[config.mk]
export PLATFORM = sky130hd
export DESIGN_NAME = ysyx_2022040010_div
export DESIGN_NICKNAME = d
export VERILOG_FILES = /design/src/rtl/ysyx_2022040010_div_pkg.sv /design/src/rtl/ysyx_2022040010_div_fix.sv /design/src/rtl/ysyx_2022040010_div.sv
export SDC_FILE = /design/constraint.sdc
export NUM_CORES = 1
export LEC_CHECK = 0
export ABC_AREA = 0
export BUFFER_PORTS_ARGS = -buffer_cell sky130_fd_sc_hd__buf_2
export CAP_MARGIN = 20
export CORE_MARGIN = 5
export CORE_UTILIZATION = 51
export CTS_CLUSTER_SIZE = 10
export DETAILED_ROUTE_END_ITERATION = 10
export PLACE_DENSITY = 0.77
export SLEW_MARGIN = 40
export SYNTH_ARGS = -nofsm -noshare
export SYNTH_HDL_FRONTEND = slang
export SYNTH_SLANG_ARGS = --single-unit
[constraint.sdc]
create_clock -name i_clk -period 3.7 [get_ports i_clk]
set_clock_uncertainty 0.1 [all_clocks]
set_input_delay 0.185 -clock i_clk [delete_from_list [all_inputs] [get_ports i_clk]]
set_output_delay 0.185 -clock i_clk [all_outputs]
set_load 0.01 [all_outputs]
[src/rtl/ysyx_2022040010_div_pkg.sv]
// Shared constants and encodings for the EX-stage iterative divider.
package ysyx_2022040010_div_pkg;

    localparam int unsigned DefXlen  = 64;
    localparam int unsigned DivOpBus = 2;
    localparam int unsigned WordLen  = 32;

    // bit1: remainder select, bit0: unsigned
    typedef enum logic [DivOpBus-1:0] {
        OpDiv  = 2'b00,
        OpDivu = 2'b01,
        OpRem  = 2'b10,
        OpRemu = 2'b11
    } div_op_e;

    typedef enum logic [1:0] {
        StIdle = 2'b00,
        StBusy = 2'b01,
        StDone = 2'b10
    } div_state_e;

endpackage

[src/rtl/ysyx_2022040010_div_fix.sv]
// Combinational operand conditioning (extension, magnitude, special cases) and
// result fix-up (sign restore, quotient/remainder select, W sign-extension).
module ysyx_2022040010_div_fix
    import ysyx_2022040010_div_pkg::*;
#(
    parameter int unsigned XLEN = DefXlen
) (
    input  logic            i_pre_unsigned,
    input  logic            i_pre_word,
    input  logic [XLEN-1:0] i_src1,
    input  logic [XLEN-1:0] i_src2,
    output logic [XLEN-1:0] o_abs1,
    output logic [XLEN-1:0] o_abs2,
    output logic            o_quo_neg,
    output logic            o_rem_neg,
    output logic            o_special,
    output logic [XLEN-1:0] o_spec_quo,
    output logic [XLEN-1:0] o_spec_rem,

    input  logic            i_post_rem_sel,
    input  logic            i_post_word,
    input  logic            i_post_special,
    input  logic            i_post_quo_neg,
    input  logic            i_post_rem_neg,
    input  logic [XLEN-1:0] i_quo,
    input  logic [XLEN-1:0] i_rem,
    output logic [XLEN-1:0] o_result
);

    logic            w_signed;
    logic [XLEN-1:0] w_ext1;
    logic [XLEN-1:0] w_ext2;
    logic            w_s1;
    logic            w_s2;
    logic [XLEN-1:0] w_min;
    logic            w_div0;
    logic            w_ovf;
    logic [XLEN-1:0] w_quo_fix;
    logic [XLEN-1:0] w_rem_fix;
    logic [XLEN-1:0] w_sel;

    assign w_signed = ~i_pre_unsigned;

    always_comb begin
        w_ext1 = i_src1;
        w_ext2 = i_src2;
        if (i_pre_word) begin
            w_ext1 = {{(XLEN-WordLen){w_signed & i_src1[WordLen-1]}}, i_src1[WordLen-1:0]};
            w_ext2 = {{(XLEN-WordLen){w_signed & i_src2[WordLen-1]}}, i_src2[WordLen-1:0]};
        end
    end

    assign w_s1   = w_signed & w_ext1[XLEN-1];
    assign w_s2   = w_signed & w_ext2[XLEN-1];
    assign o_abs1 = w_s1 ? (~w_ext1 + 1'b1) : w_ext1;
    assign o_abs2 = w_s2 ? (~w_ext2 + 1'b1) : w_ext2;

    assign o_quo_neg = w_s1 ^ w_s2;
    assign o_rem_neg = w_s1;

    // Most negative value after extension, so the W case compares sign-extended operands
    assign w_min = i_pre_word ? {{(XLEN-WordLen+1){1'b1}}, {(WordLen-1){1'b0}}}
                              : {1'b1, {(XLEN-1){1'b0}}};

    assign w_div0    = (w_ext2 == '0);
    assign w_ovf     = w_signed & (w_ext1 == w_min) & (w_ext2 == '1);
    assign o_special = w_div0 | w_ovf;

    always_comb begin
        o_spec_quo = w_ext1;
        o_spec_rem = '0;
        if (w_div0) begin
            o_spec_quo = '1;
            o_spec_rem = w_ext1;
        end
    end

    // Special-case registers already hold final values, so no sign restore for them
    assign w_quo_fix = (i_post_quo_neg & ~i_post_special) ? (~i_quo + 1'b1) : i_quo;
    assign w_rem_fix = (i_post_rem_neg & ~i_post_special) ? (~i_rem + 1'b1) : i_rem;
    assign w_sel     = i_post_rem_sel ? w_rem_fix : w_quo_fix;

    assign o_result = i_post_word ? {{(XLEN-WordLen){w_sel[WordLen-1]}}, w_sel[WordLen-1:0]}
                                  : w_sel;

endmodule

[src/rtl/ysyx_2022040010_div.sv]
// Radix-2 restoring divider for RV64M DIV/DIVU/REM/REMU and W forms; holds EX via
// stallreq while iterating and presents the result until the pipeline advances.
module ysyx_2022040010_div
    import ysyx_2022040010_div_pkg::*;
#(
    parameter int unsigned XLEN = DefXlen
) (
    input  logic                i_clk,
    input  logic                i_rst,
    input  logic                i_flush,
    input  logic                i_ex_stall,
    input  logic                i_div_valid,
    input  logic [DivOpBus-1:0] i_div_op,
    input  logic                i_div_word,
    input  logic [XLEN-1:0]     i_src1,
    input  logic [XLEN-1:0]     i_src2,
    output logic [XLEN-1:0]     o_result,
    output logic                o_result_valid,
    output logic                o_stallreq_for_ex
);

    localparam int unsigned CntW = $clog2(XLEN + 1);

    div_state_e      r_state, w_state_nxt;
    logic [CntW-1:0] r_cnt, w_cnt_nxt;
    logic [XLEN-1:0] r_rem, w_rem_nxt;
    logic [XLEN-1:0] r_quo, w_quo_nxt;
    logic [XLEN-1:0] r_dvs, w_dvs_nxt;
    logic            r_quo_neg, w_quo_neg_nxt;
    logic            r_rem_neg, w_rem_neg_nxt;
    logic            r_special, w_special_nxt;
    logic            r_rem_sel, w_rem_sel_nxt;
    logic            r_word, w_word_nxt;

    logic [XLEN-1:0] w_abs1;
    logic [XLEN-1:0] w_abs2;
    logic            w_quo_neg;
    logic            w_rem_neg;
    logic            w_special;
    logic [XLEN-1:0] w_spec_quo;
    logic [XLEN-1:0] w_spec_rem;
    logic [XLEN-1:0] w_fix_result;
    logic [XLEN:0]   w_rem_sh;
    logic [XLEN:0]   w_diff;
    logic            w_done;

    ysyx_2022040010_div_fix #(
        .XLEN (XLEN)
    ) u_fix (
        .i_pre_unsigned (i_div_op[0]),
        .i_pre_word     (i_div_word),
        .i_src1         (i_src1),
        .i_src2         (i_src2),
        .o_abs1         (w_abs1),
        .o_abs2         (w_abs2),
        .o_quo_neg      (w_quo_neg),
        .o_rem_neg      (w_rem_neg),
        .o_special      (w_special),
        .o_spec_quo     (w_spec_quo),
        .o_spec_rem     (w_spec_rem),
        .i_post_rem_sel (r_rem_sel),
        .i_post_word    (r_word),
        .i_post_special (r_special),
        .i_post_quo_neg (r_quo_neg),
        .i_post_rem_neg (r_rem_neg),
        .i_quo          (r_quo),
        .i_rem          (r_rem),
        .o_result       (w_fix_result)
    );

    // Trial subtract is one bit wider than the divisor so it cannot overflow
    assign w_rem_sh = {r_rem, r_quo[XLEN-1]};
    assign w_diff   = w_rem_sh - {1'b0, r_dvs};

    always_comb begin
        w_state_nxt   = r_state;
        w_cnt_nxt     = r_cnt;
        w_rem_nxt     = r_rem;
        w_quo_nxt     = r_quo;
        w_dvs_nxt     = r_dvs;
        w_quo_neg_nxt = r_quo_neg;
        w_rem_neg_nxt = r_rem_neg;
        w_special_nxt = r_special;
        w_rem_sel_nxt = r_rem_sel;
        w_word_nxt    = r_word;

        unique case (r_state)
            StIdle: begin
                if (i_div_valid && !i_flush) begin
                    w_rem_sel_nxt = i_div_op[1];
                    w_word_nxt    = i_div_word;
                    w_quo_neg_nxt = w_quo_neg;
                    w_rem_neg_nxt = w_rem_neg;
                    w_dvs_nxt     = w_abs2;
                    w_cnt_nxt     = i_div_word ? CntW'(WordLen) : CntW'(XLEN);
                    w_special_nxt = w_special;
                    if (w_special) begin
                        w_quo_nxt   = w_spec_quo;
                        w_rem_nxt   = w_spec_rem;
                        w_state_nxt = StDone;
                    end else begin
                        // W dividend sits in the top half so the shift feeds bit 31 first
                        w_quo_nxt   = i_div_word ? {w_abs1[WordLen-1:0], {(XLEN-WordLen){1'b0}}}
                                                 : w_abs1;
                        w_rem_nxt   = '0;
                        w_state_nxt = StBusy;
                    end
                end
            end
            StBusy: begin
                if (!w_diff[XLEN]) begin
                    w_rem_nxt = w_diff[XLEN-1:0];
                    w_quo_nxt = {r_quo[XLEN-2:0], 1'b1};
                end else begin
                    w_rem_nxt = w_rem_sh[XLEN-1:0];
                    w_quo_nxt = {r_quo[XLEN-2:0], 1'b0};
                end
                w_cnt_nxt = r_cnt - 1'b1;
                if (r_cnt == CntW'(1)) begin
                    w_state_nxt = StDone;
                end
            end
            StDone: begin
                if (!i_ex_stall) begin
                    w_state_nxt = StIdle;
                end
            end
            default: w_state_nxt = StIdle;
        endcase

        if (i_flush) begin
            w_state_nxt = StIdle;
        end
    end

    always_ff @(posedge i_clk) begin
        if (i_rst) begin
            r_state   <= StIdle;
            r_cnt     <= '0;
            r_rem     <= '0;
            r_quo     <= '0;
            r_dvs     <= '0;
            r_quo_neg <= 1'b0;
            r_rem_neg <= 1'b0;
            r_special <= 1'b0;
            r_rem_sel <= 1'b0;
            r_word    <= 1'b0;
        end else begin
            r_state   <= w_state_nxt;
            r_cnt     <= w_cnt_nxt;
            r_rem     <= w_rem_nxt;
            r_quo     <= w_quo_nxt;
            r_dvs     <= w_dvs_nxt;
            r_quo_neg <= w_quo_neg_nxt;
            r_rem_neg <= w_rem_neg_nxt;
            r_special <= w_special_nxt;
            r_rem_sel <= w_rem_sel_nxt;
            r_word    <= w_word_nxt;
        end
    end

    assign w_done            = (r_state == StDone);
    assign o_stallreq_for_ex = i_div_valid & ~w_done & ~i_flush;
    assign o_result_valid    = w_done & ~i_flush;
    assign o_result          = w_done ? w_fix_result : '0;

endmodule

==> flow_summary_export.csv <==
group,metric,value,unit
logic_synthesis,synthTopCellsByArea,"dfxtp_1 20%, a21oi_1 8.5%, nor2_1 6.3%",
logic_synthesis,async_flop_share,0,%
timing,final-setup-viol-count,33,
logic_synthesis,syn_nets,3272,
route,wl_per_cell,25.09,µm
floorplanning,die_y,212.7,µm
clock_network,numCtsBuffers,26,
setup_path,worstPathCellList,"or4_4 > nor4_4 > buf_4 > nand4_1 > buf_6 > buf_4 > buf_6 > nor2_4 > nor2_2 > xnor2_1 > mux2i_2 > buf_4 > o21ai_4 > buf_6 > a21oi_1 > buf_2",
logic_synthesis,ys_ff_latch,206,
route,drc_errors,0,
setup_path,required,3.41,ns
clock_network,cts_tree,"done",
setup_path,crit_path_top_delay_cell,"or4_4",
layout,area_delta_synth_final,26.21,%
logic_synthesis,syn_inst,3064,
power,leakagePower,10.56,nW
global_route,grt_max_degree,151,
timing,fmax,250.6,MHz
timing,period_minus_slack,3.991,ns
floorplanning,die_area,45230,µm²
route,vias,26860,
timing,tightest_slew,1.188,ns
clock_network,htree_levels,1,
floorplanning,io_pins,202,
clock_network,clockRootBuffer,"clkbuf_16",
global_route,grt_pass1_vias,25020,
global_route,globalRouteOverflowTotal,0,
logic_synthesis,synth_edf_count,0,
layout,layout-drive-gt1-share,20.60,%
clock_network,clk_latency,0.57,ns
timing,fin_ws,-0.2907,ns
timing,setup_tns,-7.813,ns
clock_network,cts.path.max_buffers,3,
setup_path,critPathCaptureType,"primary output",
floorplanning,initial_utilization,51.42,%
global_route,grt_pass1_wl,148.5,mm
route,drt-total-wl,99.99,mm
logic_synthesis,ys_types,82,
logic_synthesis,yosysTopAreaCellShare,19.69,%
logic_synthesis,synth.avg_cell_area,6.837,µm²
timing,rsz0062_at_grt,"true",
floorplanning,rows,74,
global_route,grt_use_total,41.60,%
timing,relSlewSlack,20.71,%
placement,port_buffers,201,
hold_path,min_path_type,"input port to flop",
clock_network,clkSlewWorstSetupHoldPaths,0.06,ns
route,drtPass1Iterations,6,
logic_synthesis,yosysWarnings,0,
setup_path,critical_path_class,"flop to primary output",
logic_synthesis,yosys.area.top_type,"dfxtp_1",
setup_path,startpoint_type,"flop",
timing,period_share,107.9,%
logic_synthesis,ys.flop_type,"dfxtp_1",
global_route,antenna_found_initial,1,
status,failed_checks,"negative setup slack",
logic_synthesis,netlist_top_cells_count,"356 x a21oi_1, 352 x nor2_1, 279 x nand2_1, 206 x dfxtp_1, 187 x o21ai_0",
logic_synthesis,synth_most_common_cell,"a21oi_1",
power,vdd_drop_max,364.3,µV
route,ant_nets,0,
setup_path,arrival,3.71,ns
layout,fin_area,26440,µm²
logic_synthesis,ys_seq_area_share,19.69,%
placement,dp_hpwl,76.98,mm
placement,gp_congestion,1.153,
layout,nNetsFinal,3649,
power,p_per_area,376.0,nW/µm²
logic_synthesis,syn_area,20950,µm²
layout,utilization,64.90,%
flow_run,max_cap_violations,0,
floorplanning,core_area,40740,µm²
status,status,"finished, violations left",
floorplanning,die_w,212.7,µm
route,drt_iter0_markers,3415,
route,vias_per_cell,6.741,
placement,dpl-instance-area,24200,µm²
timing,hold_viol_final,0,
layout,fillers,3615,
timing,hold_slack,0.01528,ns
setup_path,cp_max_fo,5,
setup_path,slowest_delay,0.55,ns
clock_network,cts.sinks,206,
timing,maxSlewViolCount,0,
[final timing paths]
check                   from           end  slack, ns  cells after the start
hold reg to reg    r_dvs[39]     r_dvs[39]       0.35                      2
hold / removal    i_src2[29]     r_dvs[30]       0.02                      4
setup reg to reg   r_rem[15]     r_rem[39]       0.09                     12
setup / recovery   r_rem[14]  o_result[50]      -0.29                     16
[layer usage]
metal,up-vias,GRT usage [%],wire [µm]
li1,12060,-,-
met1,12510,54.23,38330
met2,1866,64.95,42850
met3,431,7.508,11540
met4,0,23.70,7272
met5,-,0,0
[worst max-delay path: cells and delay by family, from the launching register on]
| kind | cells | cell delay [ns] |
|---|---|---|
| buf+inv | 7 | 1.10 |
| simple gates | 5 | 0.99 |
| flops | 1 | 0.36 |
| compound gates | 2 | 0.31 |
| mux | 1 | 0.15 |
| xor+xnor | 1 | 0.22 |
[report_power, final]
part | internal (mW) | switching, mW | total, mW
Sequential | 2.37 | 0.201 | 2.57
Clock | 1.49 | 1.04 | 2.52
Combinational | 1.92 | 2.93 | 4.85
[registers in the layout, summed over array words and instances (netlist names)]
signal     flops
r_quo         64
r_state        2
r_cnt          7
r_rem         64
r_word         1
r_rem_sel      1
r_quo_neg      1
r_rem_neg      1
r_dvs         64
r_special      1
[area by class of cell]
class                           count  area, µm²  share of cell area (%)
Sequential cell                   206       4145                   15.68
Tap cell                          532      665.6                   2.518
Clock inverter                      4      81.33                  0.3076
Antenna cell                        1      2.502                0.009465
Multi-Input combinational cell   2543      16350                   61.85
Clock buffer                       35      724.4                   2.740
Inverter                          106      397.9                   1.505
Timing Repair Buffer              558       4069                   15.39
[metrics by stage]
stage          std cells  power [mW]  setup WS (ns)
2_1_floorplan       3064       5.144        0.02588
6_report            3985       9.941        -0.2907
5_1_grt             3984       10.30        -0.4105
3_5_place_dp        3870       6.970       -0.06938
3_3_place_gp        3870       6.910        0.02398
4_1_cts             3965       9.589        -0.1827
[placed cells by master, fill, tap and decap left out, types with 105 or more instances in the layout]
master,synthesis,layout
a211oi_1,113,109
xor2_1,144,144
inv_1,105,105
nand2_1,279,272
a21oi_1,356,348
nor3_1,125,116
nor2_1,352,341
dfxtp_1,206,191
buf_2,5,197
o21ai_0,187,180
buf_4,1,287
xnor2_1,126,123
[timing repair]
item	4_1_cts	5_1_grt
setup buffers	8	15
setup endpoints to repair	33	83
hold buffers	48	1
cloned	0	3
pin swaps	24	19
resized for setup	71	79
endpoints found under the hold margin	46	32
[kinds of logic (layout without fill, tap and decap cells)]
logic type | Yosys count | count (layout) | synth area share, %
mux | 31 | 31 | 1.511
buf+inv | 316 | 703 | 5.782
simple gates | 1122 | 1122 | 25.70
flops | 206 | 206 | 19.69
compound gates | 1047 | 1048 | 31.70
other cells | 0 | 1 | 0
xor+xnor | 270 | 270 | 11.29
fa+ha+maj | 72 | 72 | 4.336
No activity file was read; power rests on OpenSTA's default activity.
